===== src/rtl/fetch_queue.sv =====
// Instruction fetch unit: issues parcel reads to a 1-cycle-latency memory, decodes 16/32-bit
// length, and buffers fetched instructions in a DEPTH-entry show-ahead queue.
module fetch_queue #(
  parameter int unsigned     XLEN     = 64,
  parameter int unsigned     ADDR_W   = 8,
  parameter int unsigned     DEPTH    = 4,
  parameter logic [XLEN-1:0] RESET_PC = '0
) (
  input  logic              clk_i,
  input  logic              rst_ni,
  output logic              mem_req_o,
  output logic [ADDR_W-1:0] mem_addr_o,
  input  logic [31:0]       mem_rdata_i,
  input  logic              redirect_valid_i,
  input  logic [XLEN-1:0]   redirect_pc_i,
  output logic              out_valid_o,
  input  logic              out_ready_i,
  output logic [XLEN-1:0]   out_pc_o,
  output logic [31:0]       out_instr_o,
  output logic              out_len32_o
);

  localparam int unsigned     PtrW     = $clog2(DEPTH);
  localparam logic [PtrW:0]   DepthCnt = (PtrW + 1)'(DEPTH);
  localparam logic [XLEN-1:0] EvenMask = ~XLEN'(1);

  localparam logic [0:0] StIssue = 1'b0;
  localparam logic [0:0] StWait  = 1'b1;

  logic [0:0]      state_q, state_d;
  logic [XLEN-1:0] fetch_pc_q, fetch_pc_d;
  logic [XLEN-1:0] req_pc_q, req_pc_d;
  logic [PtrW:0]   count_q, count_d;
  logic [PtrW-1:0] wr_ptr_q, rd_ptr_q;

  logic [XLEN-1:0] pc_q    [DEPTH];
  logic [31:0]     instr_q [DEPTH];
  logic [DEPTH-1:0] len_q;

  logic            len32, push, pop, space, req;
  logic [XLEN-1:0] npc, req_addr;
  logic [31:0]     instr_fmt;

  always_comb begin
    len32     = (mem_rdata_i[31:30] == 2'b11);
    instr_fmt = len32 ? mem_rdata_i : {mem_rdata_i[31:16], 16'h0000};
    npc       = req_pc_q + (len32 ? XLEN'(4) : XLEN'(2));

    out_valid_o = rst_ni & (count_q != '0);
    pop         = out_valid_o & out_ready_i & ~redirect_valid_i;
    push        = (state_q == StWait) & ~redirect_valid_i;
    count_d     = count_q + (PtrW + 1)'(push) - (PtrW + 1)'(pop);
    // Issue only when the response next cycle is guaranteed a slot.
    space       = (count_d < DepthCnt);

    state_d    = state_q;
    fetch_pc_d = fetch_pc_q;
    req_pc_d   = req_pc_q;
    req        = 1'b0;
    req_addr   = fetch_pc_q;

    if (redirect_valid_i) begin
      req      = 1'b1;
      req_addr = redirect_pc_i & EvenMask;
      req_pc_d = req_addr;
      state_d  = StWait;
    end else if (state_q == StIssue) begin
      if (space) begin
        req      = 1'b1;
        req_addr = fetch_pc_q;
        req_pc_d = req_addr;
        state_d  = StWait;
      end
    end else begin
      if (space) begin
        req      = 1'b1;
        req_addr = npc;
        req_pc_d = req_addr;
      end else begin
        fetch_pc_d = npc;
        state_d    = StIssue;
      end
    end

    mem_req_o  = rst_ni & req;
    mem_addr_o = req_addr[ADDR_W-1:0];
  end

  always_ff @(posedge clk_i) begin
    if (!rst_ni) begin
      state_q    <= StIssue;
      fetch_pc_q <= RESET_PC & EvenMask;
      req_pc_q   <= '0;
      count_q    <= '0;
      wr_ptr_q   <= '0;
      rd_ptr_q   <= '0;
    end else begin
      state_q    <= state_d;
      fetch_pc_q <= fetch_pc_d;
      req_pc_q   <= req_pc_d;
      if (redirect_valid_i) begin
        count_q  <= '0;
        wr_ptr_q <= '0;
        rd_ptr_q <= '0;
      end else begin
        count_q <= count_d;
        if (push) wr_ptr_q <= wr_ptr_q + PtrW'(1);
        if (pop)  rd_ptr_q <= rd_ptr_q + PtrW'(1);
      end
    end
  end

  // Storage needs no reset; occupancy is tracked by count_q.
  always_ff @(posedge clk_i) begin
    if (rst_ni && push) begin
      pc_q[wr_ptr_q]    <= req_pc_q;
      instr_q[wr_ptr_q] <= instr_fmt;
      len_q[wr_ptr_q]   <= len32;
    end
  end

  always_comb begin
    out_pc_o    = pc_q[rd_ptr_q];
    out_instr_o = instr_q[rd_ptr_q];
    out_len32_o = len_q[rd_ptr_q];
  end

endmodule


===== config.mk =====
export PLATFORM = sky130hd
export DESIGN_NAME = fetch_queue
export DESIGN_NICKNAME = d
export VERILOG_FILES = /design/src/rtl/fetch_queue.sv
export SDC_FILE = /design/constraint.sdc
export NUM_CORES = 1
export LEC_CHECK = 0
export CORE_MARGIN = 4
export CORE_UTILIZATION = 37
export DETAILED_ROUTE_END_ITERATION = 12
export PLACE_DENSITY = 0.66
export SLEW_MARGIN = 15
export SYNTH_ARGS = -nofsm -noshare
export SYNTH_HDL_FRONTEND = slang
export SYNTH_SLANG_ARGS = --single-unit

===== constraint.sdc =====
create_clock -name clk_i -period 7.3 [get_ports clk_i]
set_input_delay 1.46 -clock clk_i [delete_from_list [all_inputs] [get_ports clk_i]]
set_output_delay 1.46 -clock clk_i [all_outputs]
set_load 0.01 [all_outputs]

==> flow_summary.ini <==
[run_status]
outcome = complete, no violations

[floorplan]
rows = 88
die_area_um2 = 62700
fp.dieH_um = 250
core_area_um2 = 57900
pin_count = 207
die-width_um = 250
start_util = 0.375

[placement]
hpwlAfterDp_um = 35900
place_ws_ns = 0.678
placed_cell_area_um2 = 24600
numPlacedInstances = 2404
gp_congestion = 0.819
portBuffers = 205

[clock_tree]
htree_num_levels = 2
cts_setup_buffers = 0
cts.sinks = 526
clk_latency_ns = 0.61
cts-hold-fix-buffers = 0
cts_root_buf = clkbuf_16
cts_tree = done
clk_pin_slew_ns = 0.06
clk_path_buf_depth = 3
cts_buffers = 56
ctsResizeCount = 0

[sta]
setup_viol = 0
worst_pin_slew_ns = 1.10
fin_ws_ns = 0.638
grt_setup_unrepaired = false
timing.fmax_mhz = 150
max-slew-margin-rel = 0.270
clock_skew_ns = 0.0133
post-route-min-period_ns = 6.66
finalSetupTns_ns = 0
drv_slew = 0
finalHoldViolations = 0
finalCritPeriodShare = 0.913

[routing]
drtPass1Iterations = 5
route.detailed.drc = 0
vias = 14000
routedWlPerCell_um = 23.2
drtAntennaViolNets = 0
routed_wl_um = 58200
via_per_inst = 5.59
drtIter0Drc = 1281

[layout]
num-nets-final = 1807
fin_cells = 2508
diodes = 0
area.growth.synth_to_final_pct = 21.6
final_layout_size_suffix_gt1_frac = 0.135
finalInstanceArea_um2 = 26400

[worst_setup_path]
cp.arrival_ns = 5.20
cp-start-kind = input port
r2r-end = req_pc_q[33]
critPathCaptureType = output port
crit_type = in -> out
reg2reg_setup_slack_ns = 2.79
rr_worst_depth = 14
crit_family = buffers and inverters
slowest_delay_ns = 0.62
cp_num_buf_inv = 4
r2r_start = count_q[2]
cp_data_required_time_ns = 5.84
worstPathMaxFanout = 19
crit_start = out_ready_i
worstPathCellList = clkdlybuf4s50_1 -> nor3b_1 -> ha_1 -> inv_1 -> ha_1 -> fa_1 -> xnor3_1 -> buf_4 -> nor2_1 -> mux2i_1 -> o21ai_0 -> clkdlybuf4s50_1
crit_slowest_cell = clkdlybuf4s50_1

[power_and_ir_drop]
power.total_mw = 6.53
cellLeakagePower_nw = 8.57
p_per_area_nw_per_um2 = 247
peakVddDrop_uv = 162

[job]
max-cap-violations = 0

[synthesis]
ys.flop_type = edfxtp_1
synth_cell_types = 67
synth_cells = 1509
synth_edf_count = 388
synth-seq-area-share = 0.663
avgSynthCellArea_um2 = 14.4
synth-seq-cells = 526
syn_nets = 1619
ys_async_sr_fraction = 0
synth_area_um2 = 21700
ys_warn_count = 0

[global_routing]
gr-total-overflow = 0
grt_max_degree = 87
grt_pass1_vias = 14000
antenna_found_initial = 0
grt_util_all_layers = 0.182
grt_pass1_wl_um = 87600

[min_path]
hold_end = req_pc_q[47]
hold_path_depth = 2
holdCritPathClass = reg -> reg
holdCritStartpoint = fetch_pc_q[47]
==> layer usage <==
layer | wire length, um | track usage | share of wire | up-vias
met2 | 27800 | 0.295 | 0.48 | 543
met3 | 4440 | 0.0422 | 0.076 | 83
met1 | 24500 | 0.247 | 0.42 | 7143
met4 | 1480 | 0.0491 | 0.025 | 0
li1 | - | - | - | 6263
met5 | 0 | 0 | 0 | -
==> placed cells by master (no fill, tap or decap), types with 25 or more instances in the layout <==
cell type        synthesis  final
edfxtp_1               388    388
clkdlybuf4s50_1          0    203
dfxtp_1                138    135
nor2_1                 113    111
mux4_2                  97     97
a21oi_1                 93     93
o21ai_0                 81     81
nand2_1                 79     79
clkbuf_16                0     58
a211oi_1                51     51
and3_1                  47     43
xor2_1                  33     33
xnor2_1                 29     29
nor3_1                  28     28
nand3_1                 28     28
buf_4                    1     25
==> worst max path at each step <==
stage          slack (ns)  cells after the start       endpoint
6_report             0.64                     12  mem_addr_o[1]
5_1_grt              0.48                     12  mem_addr_o[1]
4_1_cts              0.65                     12  mem_addr_o[1]
3_5_place_dp         0.68                     12  mem_addr_o[1]
3_3_place_gp         0.72                     12  mem_addr_o[1]
2_1_floorplan        1.56                     13  mem_addr_o[5]
==> registers in the layout (all words and copies together), names as in the netlist, 2 cells and up, named ones only <==
signal,count
wr_ptr_q,2
instr_q,128
len_q,4
req_pc_q,64
pc_q,256
rd_ptr_q,2
fetch_pc_q,64
count_q,3
==> layout make-up <==
class | instances | area (um2)
fillers | 5158 | 31500
flip-flops and latches | 526 | 14400
multi-input cells | 855 | 6830
repair buffers | 232 | 2270
clock buffers | 62 | 1470
well taps | 765 | 957
clock inverters | 42 | 368
inverters | 26 | 97.6
==> worst reg2reg max path: stages (launching register included) <==
cell	delay, ns
dfxtp_1	0.41
nor3_1	0.13
nor3b_1	0.57
ha_1	0.24
inv_1	0.04
ha_1	0.18
fa_1	0.41
xor3_1	0.24
buf_4	0.32
nor2_1	0.10
nand2_1	0.31
clkinv_1	0.72
a22o_1	0.47
a21oi_1	0.12
o21ai_0	0.10
==> Yosys cell counts (4+ instances only) <==
master / count / area share
a22o_1: 8 / 0.0032
xor2_1: 33 / 0.013
inv_1: 23 / 0.0040
buf_1: 19 / 0.0033
nor3b_1: 4 / 0.0014
nor2_1: 113 / 0.020
nor3_1: 28 / 0.0065
nand4_1: 19 / 0.0055
xnor2_1: 29 / 0.012
mux4_2: 97 / 0.10
o21ai_0: 81 / 0.019
o211ai_1: 9 / 0.0031
o22ai_1: 13 / 0.0037
ha_1: 8 / 0.0046
and3_1: 47 / 0.014
a31oi_1: 17 / 0.0049
edfxtp_1: 388 / 0.54
nor4_1: 6 / 0.0017
o31a_1: 5 / 0.0020
a211oi_1: 51 / 0.018
clkbuf_1: 69 / 0.012
buf_2: 8 / 0.0018
or3_1: 7 / 0.0020
nand2_1: 79 / 0.014
a21oi_1: 93 / 0.021
and4_1: 12 / 0.0048
or4_1: 4 / 0.0014
dfxtp_1: 138 / 0.13
a22oi_1: 7 / 0.0024
nand3_1: 28 / 0.0065
mux2i_1: 9 / 0.0041
==> through the flow <==
| stage | hold slack [ns] | utilization |
|---|---|---|
| floorplan | 0.429 | - |
| global placement | 0.439 | 0.424 |
| detailed placement | 0.452 | 0.424 |
| CTS | 0.466 | 0.456 |
| global route | 0.509 | 0.456 |
| finish | 0.463 | 0.456 |
==> where the power goes <==
group	total, mW	switching, mW	internal (mW)
sequential	3.34	0.0773	3.27
clock	2.83	1.19	1.63
combinational	0.363	0.197	0.167
==> logic make-up after synthesis <==
kind of cell | count (synthesis) | synth area share
DFF | 526 | 0.663
muxes | 108 | 0.106
adders and majority gates | 10 | 0.00645
and+or+nand+nor | 363 | 0.0860
AOI/OAI and AO/OA | 310 | 0.0875
xor gates and xnor gates | 64 | 0.0271
buffers and inverters | 128 | 0.0236
No activity file was read; power rests on OpenSTA's default activity.
